File: src/rtl/matrix_frame_ctrl.sv
// ---------------------------------------------------------------------------
// matrix_frame_ctrl
//
// Frame controller for an 8x8 LED matrix scan driver. The MCU writes row
// bytes into a back buffer. A swap request publishes the back buffer to the
// front buffer at the next frame boundary, so a frame is never torn. A
// prescaler, a 16-step sub-step counter and a row counter pace the scan. The
// driver output enable is gated by a brightness compare on the sub-step.
//
// Optional feature (macro MATRIX_FRAME_CTRL_BLINK_EN):
//   Adds the input 'blink' and a 5-bit frame counter. While blink = 1 and
//   frame counter bit 4 = 1, drv_oe is forced low. This gives a 32-frame blink
//   period at 50% duty.
//
// Ports:
//   clock        in   system clock
//   reset_n      in   asynchronous active-low reset
//   enable       in   1 = scan runs; 0 = scan held at 0 and outputs blanked
//   wr_en        in   back-buffer byte write strobe
//   wr_addr[2:0] in   row index of the write (row r = bits [8r+7:8r])
//   wr_data[7:0] in   column byte of the write
//   swap_req     in   request to publish the back buffer at the next frame end
//   brightness   in   on-time in sub-steps per row slot (0..15)
//   blink        in   (BLINK_EN only) blink gate enable
//   swap_pending out  swap requested, not yet performed
//   swap_done    out  one-cycle pulse when the front buffer takes the new frame
//   drv_data     out  front buffer contents (64 bits)
//   drv_oe       out  driver output enable
//   row_idx      out  row slot being scanned
//   frame_end    out  one-cycle pulse on the last cycle of row slot 7
// ---------------------------------------------------------------------------
module matrix_frame_ctrl #(
    parameter int PRESCALE = 64,
    parameter int ROWS     = 8
) (
    input  logic        clock,
    input  logic        reset_n,
    input  logic        enable,
    input  logic        wr_en,
    input  logic [2:0]  wr_addr,
    input  logic [7:0]  wr_data,
    input  logic        swap_req,
    input  logic [3:0]  brightness,
`ifdef MATRIX_FRAME_CTRL_BLINK_EN
    input  logic        blink,
`endif
    output logic        swap_pending,
    output logic        swap_done,
    output logic [63:0] drv_data,
    output logic        drv_oe,
    output logic [2:0]  row_idx,
    output logic        frame_end
);

    localparam int            PW       = (PRESCALE > 1) ? $clog2(PRESCALE) : 1;
    localparam logic [PW-1:0] PRE_LAST = PW'(PRESCALE - 1);
    localparam logic [2:0]    ROW_LAST = 3'(ROWS - 1);

    // run_r marks cycles in which the scan counters are live. It lags enable
    // by one cycle, so a scan always starts from all-zero counters in the
    // cycle after enable rises.
    logic          run_r;
    logic [PW-1:0] pre_r;
    logic [3:0]    sub_r;
    logic [2:0]    row_r;
    logic [63:0]   back_r;
    logic [63:0]   front_r;
    logic          pending_r;
    logic          done_r;
    logic          oe_r;
    logic          fe_r;

    logic [PW-1:0] pre_n_s;
    logic [3:0]    sub_n_s;
    logic [2:0]    row_n_s;
    logic          fe_n_s;
    logic          oe_n_s;
    logic          swap_fire_s;
    logic          pending_n_s;
    logic          blank_s;

`ifdef MATRIX_FRAME_CTRL_BLINK_EN
    logic [4:0] fcnt_r;
    logic [4:0] fcnt_n_s;

    // Frame counter advance and blink blanking decision for the next cycle.
    always_comb begin
        fcnt_n_s = fcnt_r + {4'd0, fe_r};
        blank_s  = blink & fcnt_n_s[4];
    end

    // Frame counter register: counts frame_end pulses and wraps at 32.
    always_ff @(posedge clock or negedge reset_n) begin
        if (!reset_n) begin
            fcnt_r <= 5'd0;
        end else begin
            fcnt_r <= fcnt_n_s;
        end
    end
`else
    assign blank_s = 1'b0;
`endif

    // Next values of the scan timing chain, held at zero while not running.
    always_comb begin
        pre_n_s = {PW{1'b0}};
        sub_n_s = 4'd0;
        row_n_s = 3'd0;
        if (!enable || !run_r) begin
            pre_n_s = {PW{1'b0}};
            sub_n_s = 4'd0;
            row_n_s = 3'd0;
        end else if (pre_r == PRE_LAST) begin
            pre_n_s = {PW{1'b0}};
            if (sub_r == 4'd15) begin
                sub_n_s = 4'd0;
                row_n_s = (row_r == ROW_LAST) ? 3'd0 : row_r + 3'd1;
            end else begin
                sub_n_s = sub_r + 4'd1;
                row_n_s = row_r;
            end
        end else begin
            pre_n_s = pre_r + {{(PW-1){1'b0}}, 1'b1};
            sub_n_s = sub_r;
            row_n_s = row_r;
        end
    end

    // Registered outputs look one cycle ahead, so drv_oe and frame_end line
    // up with the counter values they describe.
    always_comb begin
        fe_n_s      = enable & (pre_n_s == PRE_LAST) & (sub_n_s == 4'd15)
                      & (row_n_s == ROW_LAST);
        oe_n_s      = enable & (sub_n_s < brightness) & ~blank_s;
        swap_fire_s = fe_r & pending_r;
        // A request in the completing cycle re-arms for the next frame.
        if (swap_req) begin
            pending_n_s = 1'b1;
        end else if (swap_fire_s) begin
            pending_n_s = 1'b0;
        end else begin
            pending_n_s = pending_r;
        end
    end

    // Scan counters, frame buffers and the swap handshake state.
    always_ff @(posedge clock or negedge reset_n) begin
        if (!reset_n) begin
            run_r     <= 1'b0;
            pre_r     <= {PW{1'b0}};
            sub_r     <= 4'd0;
            row_r     <= 3'd0;
            back_r    <= 64'd0;
            front_r   <= 64'd0;
            pending_r <= 1'b0;
            done_r    <= 1'b0;
            oe_r      <= 1'b0;
            fe_r      <= 1'b0;
        end else begin
            run_r     <= enable;
            pre_r     <= pre_n_s;
            sub_r     <= sub_n_s;
            row_r     <= row_n_s;
            oe_r      <= oe_n_s;
            fe_r      <= fe_n_s;
            pending_r <= pending_n_s;
            done_r    <= swap_fire_s;
            // front takes the pre-write back value when a write coincides.
            if (swap_fire_s) begin
                front_r <= back_r;
            end
            if (wr_en) begin
                back_r[{wr_addr, 3'b000} +: 8] <= wr_data;
            end
        end
    end

    assign swap_pending = pending_r;
    assign swap_done    = done_r;
    assign drv_data     = front_r;
    assign drv_oe       = oe_r;
    assign row_idx      = row_r;
    assign frame_end    = fe_r;

endmodule

File: config.mk
export PLATFORM = sky130hd
export DESIGN_NAME = matrix_frame_ctrl
export DESIGN_NICKNAME = d
export VERILOG_FILES = /design/src/rtl/matrix_frame_ctrl.sv
export SDC_FILE = /design/constraint.sdc
export NUM_CORES = 1
export LEC_CHECK = 0
export ABC_CLOCK_PERIOD_IN_PS = 4700
export CAP_MARGIN = 15
export CORE_UTILIZATION = 56
export DETAILED_ROUTE_END_ITERATION = 12
export PLACE_DENSITY = 0.9
export SETUP_SLACK_MARGIN = 0.2
export SYNTH_ARGS = -nofsm -noshare
export SYNTH_HDL_FRONTEND = slang
export SYNTH_SLANG_ARGS = --single-unit
File: constraint.sdc
create_clock -name clock -period 4.7 [get_ports clock]
set_input_delay 0.94 -clock clock [delete_from_list [all_inputs] [get_ports clock]]
set_output_delay 0.94 -clock clock [all_outputs]
set_load 0.05 [all_outputs]
==> metrics, run 1 <==
Antenna diodes=0; pin count of the biggest net entering global routing=83; Area Overhead vs Synth=29.6%; post-synthesis sequential area ratio=0.637; detailed placement HPWL=7890 µm; Rows=36; max frequency=316 MHz; worst-margin pin slew=0.882 ns; Worst Hold Class=in2async; Die H=103 µm; RR Endpoint=drv_oe; vias in the first global route=a little under 4000; clk sink count=146; Distinct cells, synth=36; met3 wire length=742 µm; Max-cap violations=0; WL met1=5360 µm; Non-Filler Instances=about 650; initial DRC count=172; CTS resizes=0; Critical Path AT=3.57 ns; Synthesis Warnings=0; final setup TNS=0 ns; R2R depth=10; first-pass GRT wire length=21000 µm; Top Layer Used=met4; worst clock skew=approximately 0.0054 ns; Netlist Area Pre-Place=5730 µm²; Critical path origin=wr_addr[0]; met2 WL=6870 µm; share of cells above drive strength 1=0.302; CTS Hold Bufs=0; Die X=103 µm; setup slack after layout=1.54 ns; I/O pin count=91; grt total ovfl=0; VDD IR max=0.000208 V; minimum clock period=3.16 ns; R2R setup slack=approximately 2.5 ns; Synth Net Count=427; period utilisation layout=0.672; initial core utilization=0.581; Placed Cells=614; routability congestion estimate=a little under 0.9; Finished Core Util=0.753; Final Net Count=527; final setup fails=0; # port buffers=90; Seq cells post-synth=~150; post-place setup slack=1.08 ns; Mean Syn Cell Area=14.3 µm²; Startpoint Class=primary input; DRC viols=0; Final Hold Vio Count=0; Clk Tree Root Cell=clkbuf_8; Post-CTS Setup Bufs=0; Pwr per Cell Area=436 nW/µm²; unrepaired setup endpoints after global routing=no; final antenna-violating net count=0; CP max FO=8; DRT Pass-1 Iters=6; Final Slew Violations=0; synthesized instance count=400; vias per std cell=5.69; clk slew on worst S/H paths=0.06 ns; Critical Path RT=5.11 ns; Max H-tree Level=4; fillers=568; initial antenna violation count=0; total track usage=0.278; Post-Route WL=around 13000 µm; CTS tree=done; CTS buffer count=17; critical path capture point type=register; Core Region=a little under 10000 µm²; Worst Setup Path Type=in2reg; clock buffer depth=2; Max-slew headroom=0.407; FF-to-FF Start=pre_r[0]; vias=3676; wire per inst=20.8 µm; clk_lat worst skew=approximately 0.53 ns; status=complete, no violations; die area=approximately 11000 µm²; P_leak=0.00350 µW
final cells by class:
cell class                      count  area, µm²  area share
Clock buffer                       22        443      0.0596
Inverter                           10       37.5     0.00505
Clock inverter                     10        205      0.0276
Multi-Input combinational cell    232       2000       0.269
Timing Repair Buffer               93        925       0.124
Sequential cell                   146       3650       0.492
Tap cell                          133        166      0.0224
worst max-delay path, cell delays in order:
cell and delay (ns):
clkdlybuf4s50_1 0.52, inv_1 0.10, ha_1 0.21, ha_1 0.19, nor2b_1 0.26, nor2b_1 0.29, nor2b_1 0.63, mux2_2 0.42
how the worst max path moves through the flow:
stage	end	slack, ns	cells past startpoint
floorplan	back_r[40]	2.05	8
global placement	back_r[45]	1.28	8
detailed placement	back_r[47]	1.08	8
CTS	back_r[47]	1.51	8
global route	back_r[47]	1.34	8
finish	back_r[47]	1.54	8
metal layers:
metal | track usage | vias up
met2 | 0.452 | 145
met5 | 0 | -
met3 | 0.0766 | 43
met4 | 0.145 | 0
li1 | - | 1610
met1 | 0.343 | 1878
cell families after synthesis:
| group | count (synthesis) | synth area share |
|---|---|---|
| AND/OR/NAND/NOR | 81 | 0.0699 |
| flip-flops | 146 | 0.637 |
| adder cells (fa/ha/maj) | 7 | 0.0153 |
| XOR/XNOR | 4 | 0.00611 |
| AO/OA/AOI/OAI | 19 | 0.0192 |
| buffers and inverters | 22 | 0.0146 |
| multiplexers | 121 | 0.238 |
registers in the layout (all words and copies together), names as in the netlist:
signal / count
back_r: 64
drv_data: 64
drv_oe: 1
frame_end: 1
pre_r: 6
row_idx: 3
run_r: 1
sub_r: 4
swap_done: 1
swap_pending: 1
cell usage after synthesis:
cell      number  area, µm²
or2_2          1       6.26
nand3b_1       1       7.51
nor4_1         2       12.5
nor2_1        13       48.8
xor2_1         2       17.5
and3_1         1       6.26
dfrtp_1      146       3650
mux2i_1        1       10.0
nand4_1        2       12.5
a32o_1         1       10.0
clkbuf_1      11       41.3
ha_1           7       87.6
xnor2_1        2       17.5
inv_1         10       37.5
clkbuf_2       1       5.00
o21a_1         1       7.51
a21o_1         1       7.51
and2_1         1       6.26
and4_1         1       8.76
a21oi_1        8       40.0
o21ai_0        5       25.0
o31a_1         1       8.76
nand2_1       28        105
nor4b_1        1       8.76
or4_1          1       7.51
o21ai_1        1       5.00
or3_1          4       25.0
nand2b_1       2       12.5
nand4b_1       1       8.76
or3b_1         1       8.76
nor3_1         2       10.0
a31oi_1        1       6.26
nor2b_1        4       25.0
mux2_2       120       1350
nand3_1       14       70.1
nand3_2        1       10.0
power breakdown:
group          leakage, µW  total, µW  internal [µW]  switching [µW]
clock             0.000309       1490            982             508
sequential         0.00193       1500           1410            92.2
combinational      0.00126        246            134             113
placed cells by master, fill, tap and decap left out, drive strengths merged, types with 2 or more instances in the layout:
cell           count
a21oi              8
buf                4
bufinv             6
clkbuf            22
clkdlybuf4s50     89
clkinv             2
clkinvlp           2
dfrtp            146
ha                 7
inv               10
mux2             120
nand2             28
nand2b             2
nand3             15
nand4              2
nor2              13
nor2b              4
nor3               2
nor4               2
o21ai              6
or3                4
xnor2              2
xor2               2
per-stage QoR:
stage	hold WS, ns	cell area, µm²	total power [µW]
finish	0.447	7430	3240
floorplan	0.435	5730	1640
global placement	0.452	6780	1720
CTS	0.465	7430	3260
detailed placement	0.458	6780	1750
global route	0.501	7430	3350
No activity file was read; power rests on OpenSTA's default activity.
==> run 2, diff against run 1 <==
Settings changed: ABC_CLOCK_PERIOD_IN_PS 4700 to 2800, CORE_UTILIZATION 56 to 48, PLACE_DENSITY 0.9 to 0.83.
Clock period 4.7 ns to 2.8 ns, I/O delays scaled along.
==> metrics, run 2 (synthesis gave the netlist of run 1 again) <==
first-pass GRT wire length=19500 µm (-7.0%); Max-cap violations=0 (unchanged); CTS Hold Bufs=0 (unchanged); Final Slew Violations=0 (unchanged); sw frac=0.225 (+0.00496); Area Overhead vs Synth=30.6%; Worst Setup Path Type=in2reg; delay-heaviest family, CP=simple AND/OR/NAND/NOR gates; CTS tree=done; Startpoint Class=primary input; Die H=111 µm (+7.9%); failing checks=design-rule violations; clock buffer depth=2 (unchanged); unrepaired setup endpoints after global routing=no; most common cell after layout, fill and taps aside=dfrtp_1; status=finished, violations left; total track usage=0.207 (-0.0706); clk_lat worst skew=0.42 ns (-0.11 ns); routability congestion estimate=0.853 (-1.8%); share of cells above drive strength 1=0.322 (+0.0197); critical path capture point type=register; worst clock skew=0.00435 ns (-0.00107 ns); Antenna diodes=0 (unchanged); minimum clock period=2.40 ns; clk slew on worst S/H paths=0.06 ns (about the same); DRT Pass-1 Iters=8 (+2); period utilisation layout=0.858; Net Sw Power=1170 µW (+65%); clk sink count=146 (unchanged); grt total ovfl=0 (unchanged); P_int=4040 µW (+60%); detailed placement HPWL=8000 µm (+1.4%); worst-margin pin slew=0.546 ns (-0.336 ns); CTS buffer count=17 (unchanged); Clk Tree Root Cell=clkbuf_16; Post-Route WL=11900 µm (-12%); # port buffers=90 (unchanged); Pwr per Cell Area=697 nW/µm² (+60%); Buf+Inv Stages, Crit Path=2 (unchanged); VDD IR max=0.000308 V (+48%); final setup fails=0 (unchanged); Final Hold Vio Count=0 (unchanged); Max-slew headroom=0.635 (+0.227); final antenna-violating net count=0 (unchanged); Max stage delay cell, worst path=clkdlybuf4s50_1; Seq pwr share=0.481 (+0.017); CTS resizes=0 (unchanged); DRC viols=18 (+18); wire per inst=17.8 µm (-14%); Final Net Count=536 (+1.7%); Core Region=11500 µm² (+17%); clock network power share=0.440 (-0.020); final setup TNS=0 ns (unchanged); initial antenna violation count=0 (unchanged); pin count of the biggest net entering global routing=66 (-20%); I/O pin count=91 (unchanged); Post-CTS Setup Bufs=0 (unchanged); Max H-tree Level=4 (unchanged); initial core utilization=0.498 (-0.0833); die area=12400 µm² (+16%); crit-path cells=clkdlybuf4s50_1 > inv_1 > ha_1 > ha_1 > nor2b_1 > nor2b_1 > nand2_1 > mux2_2; crit-path max cell delay=0.49 ns (-0.14 ns); Comb pwr share=0.079 (+0.003); vias in the first global route=3814 (-2.8%); initial DRC count=188 (+9.3%); vias per std cell=5.35 (-5.9%); CP max FO=8 (unchanged); Critical Path RT=3.10 ns (-2.01 ns); Rows=39 (+8.3%); Die X=111 µm (+7.9%); post-place setup slack=0.0827 ns (-0.999 ns); vias=3561 (-3.1%); P_leak=0.00353 µW (+0.75%); Critical Path AT=2.70 ns (-0.87 ns); most frequent cells in the layout=dfrtp_1, mux2_2, clkdlybuf4s50_1; Worst Hold Class=in2async; max frequency=416 MHz; setup slack after layout=0.398 ns (-1.14 ns)
[run 2: cell count changes in the layout (fill, tap and decap cells not counted), sizes merged]
cell / change
clkinv: +3
buf: +9
clkbuf: -3
clkinvlp: +3
bufinv: -3
[run 2: path summary, 6_finish.rpt]
check,end,slack (ns),depth (start not counted),start
worst max-delay path,back_r[51],0.40,8,wr_addr[0]
worst min-delay path,drv_data[60],0.08,1,reset_n
worst max register to register,frame_end,0.63,6,pre_r[0]
worst min register to register,back_r[29],0.47,2,back_r[29]
max in group asynchronous,back_r[35],1.97,2,reset_n
min in group clock,back_r[29],0.47,2,back_r[29]
[run 2: per-layer routing]
layer | track usage | part of all wire | vias to the layer above
met5 | 0 | 0 | -
met4 | 0.0955 | 0.015 | 0
met3 | 0.0574 | 0.062 | 17
met2 | 0.344 | 0.51 | 117
met1 | 0.252 | 0.41 | 1798
li1 | - | - | 1629
[run 2: power groups by stage]
stage / clock network, µW / registers (µW) / logic [µW]
after floorplan: 0 / 2490 / 263
after global placement: 0 / 2530 / 382
after detailed placement: 0 / 2550 / 408
after CTS: 2330 / 2520 / 417
after global routing: 2410 / 2540 / 448
final: 2300 / 2510 / 410
[run 2: through the flow]
step                total power, µW  instances  hold WS (ns)  utilization  instance area (µm²)
floorplan                      2750        400         0.264            -                 5730
global placement               2920        633         0.450        0.597                 6870
detailed placement             2960        633         0.458        0.597                 6870
CTS                            5270        665        0.0857        0.650                 7480
global route                   5400        665         0.117        0.650                 7480
finish                         5220        665        0.0839        0.650                 7480
[run 2: layout make-up]
cell class	count	area, µm²
Fill cell	836	4030
Sequential cell	146	3650
Multi-Input combinational cell	232	2000
Timing Repair Buffer	102	1000
Clock buffer	19	453
Tap cell	143	179
Clock inverter	13	160
Inverter	10	37.5
[run 2: worst register-to-register path, stage by stage (launching register included)]
cell	delay (ns)
dfrtp_1	0.41
ha_1	0.27
nand2_1	0.17
or3b_1	0.48
or3_1	0.36
o21ai_1	0.18
and4_1	0.23
==> run 3, diff against run 2 <==
Settings changed: CAP_MARGIN 15 to 20.
==> results of run 3 <==
Same layout as run 2: the final DEF is identical, and so are final timing and power.
==> variant: new RTL, flow settings as in run 2 <==
Add a define of `MATRIX_FRAME_CTRL_BLINK_EN`.
--- a/src/rtl/matrix_frame_ctrl.sv
+++ b/src/rtl/matrix_frame_ctrl.sv
@@ -30,4 +30,6 @@
 //   frame_end    out  one-cycle pulse on the last cycle of row slot 7
 // ---------------------------------------------------------------------------
+`define MATRIX_FRAME_CTRL_BLINK_EN
+
 module matrix_frame_ctrl #(
     parameter int PRESCALE = 64,
Interface: changed (added blink); port bits go from 91 to 92. No check against the original RTL was run, so the function may have changed too.
==> variant against run 2 <==
Count of clock-buffer cells in the layout rose by 4; sequential cell count grew 5; synthesized area increased by 5.5%; synthesized cell count grew 12%; design area is 4.0% higher; setup slack improved by 0.0037 ns; routed wire length increased by 5.5%; total power grew 1.2%; cell count up 9.9%; critical path type unchanged; largest cell class unchanged; largest power group unchanged; highest routed layer unchanged.
==> variant: results (changes against run 2) <==
metric	value	unit	change
post-DP HPWL	8210	um	was 8000 um
Buffers on Ports	91		was 90
Post-Synthesis Cells	449		was 400
vias in the first global route	4043		was 3,814
GRT Total Usage	21.2	%	was 20.7%
clock root buffer	clkbuf_16		unchanged
Sw Pwr	1.17	mW	about the same
largest net degree at the start of global routing	152		was 66
Clk pin slew, worst setup/hold paths	0.06	ns	about the same
reg2reg path depth	9		was 6
maximum vdd drop	0.000407	V	was 0.000308 V
Clk Latency, worst-skew pair	0.42	ns	about the same
total number of vias	3796		was 3,561
yosys synthesis warning count	0		unchanged
DR vias/cell	5.19		was 5.35
TritonCTS buffer count	17		unchanged
WL final	12500	um	was 11,900 um
top post-synthesis cells by count	dfrtp_1, mux2_2, nand2_1		unchanged
Max Buffers Root-to-Sink	2		unchanged
Max FO, Critical Path	8		unchanged
clock skew	0.00521	ns	was 0.00435 ns
H-Tree Depth	4		unchanged
fraction of registers with async set/reset	100	%	unchanged
status	finished clean		was finished, violations left
Yosys cell types	44		was 36
DRT Pass-1 Iters	4		was 8
GP Congestion	0.811		was 0.853
Most used DFF post-synth	dfrtp_1		unchanged
Area contributors post-synth	dfrtp_1, mux2_2, o21ai_0, nand2_1, ha_1		was dfrtp_1, mux2_2, nand2_1, ha_1, nand3_1
ANT cells	0		unchanged
Final Hold Slack	0.236	ns	was 0.0839 ns
worst slack at placement	-0.00805	ns	was 0.0827 ns
initial antenna violation count	0		unchanged
nets	581		was 536
slew of the pin with the lowest slew margin	0.789	ns	was 0.546 ns
Inst Count DP	700		was 633
first-pass GRT wire length	20800	um	was 19,500 um
leak pwr	3.67	nW	was 3.53 nW
post-synthesis net count	479		was 427
RR Endpoint	drv_oe		was frame_end
# Post-CTS Setup Buffers	0		unchanged
fill count	919		was 836
layout cells sized above 1	25.9	%	was 32.2%
Starting DRT DRC Count	202		was 188
post-synthesis sequential area ratio	62.5	%	was 63.7%
reg2reg start	pre_r[0]		unchanged
Reg2Reg Setup Slack	0.46	ns	was 0.63 ns
==> variant: cell count changes in the layout (fill, tap and decap cells not counted), sizes merged, moves of 4 or more <==
cell,before,now
nand2,28,40
inv,10,20
o21ai,6,35
a21oi,8,4
nor2b,4,0
dfrtp,146,151
clkbuf,19,23
mux2,120,96
==> variant: metrics by stage <==
step | power (mW) | cell area (sq um) | util (%) | TNS [ns]
2_1_floorplan | 2.79 | 6050 | - | 0
3_3_place_gp | 2.96 | 7180 | 59.0 | 0
3_5_place_dp | 2.99 | 7180 | 59.0 | -0.0253
4_1_cts | 5.33 | 7780 | 64.0 | 0
5_1_grt | 5.50 | 7780 | 64.0 | 0
6_report | 5.28 | 7780 | 64.0 | 0
==> variant: power by group through the flow <==
stage / registers [mW] / clock network [mW] / logic (mW)
3_3_place_gp: 2.58 / 0 / 0.373
5_1_grt: 2.58 / 2.47 / 0.446
6_report: 2.55 / 2.33 / 0.397
2_1_floorplan: 2.54 / 0 / 0.250
4_1_cts: 2.56 / 2.37 / 0.405
3_5_place_dp: 2.59 / 0 / 0.398
==> variant: layout make-up <==
type	instances	area [sq um]	area share, %
Clock buffer	23	488	6.27
Clock inverter	8	120	1.54
Inverter	20	75.1	0.964
Tap cell	168	210	2.70
Sequential cell	151	3780	48.5
Timing Repair Buffer	100	1000	12.9
Multi-Input combinational cell	261	2110	27.1
==> variant: cell families after synthesis <==
group | share of synthesized area (%)
compound gates | 5.05
xor+xnor | 1.16
fa+ha+maj | 1.86
buf+inv | 2.67
flops | 62.5
mux | 18.2
simple gates | 8.55
==> variant: worst max path at each step <==
stage	slack, ns	to
finish	0.40	back_r[23]
global route	0.27	drv_oe
CTS	0.42	back_r[23]
detailed placement	-0.008	back_r[23]
global placement	0.08	back_r[16]
floorplan	0.44	back_r[0]
==> variant: metal layers <==
layer	track usage (%)	share of wire (%)	routed length (um)
met5	0	0	0
met1	27.3	44	5560
met3	6.03	4.4	556
met4	7.62	1.6	197
met2	34.3	50	6210
==> variant: critical path, cell delays in order <==
cell and delay, ns:
clkdlybuf4s50_1 0.53, inv_1 0.08, ha_1 0.20, ha_1 0.23
nor4b_4 0.29, and3_1 0.41, mux2_2 0.38
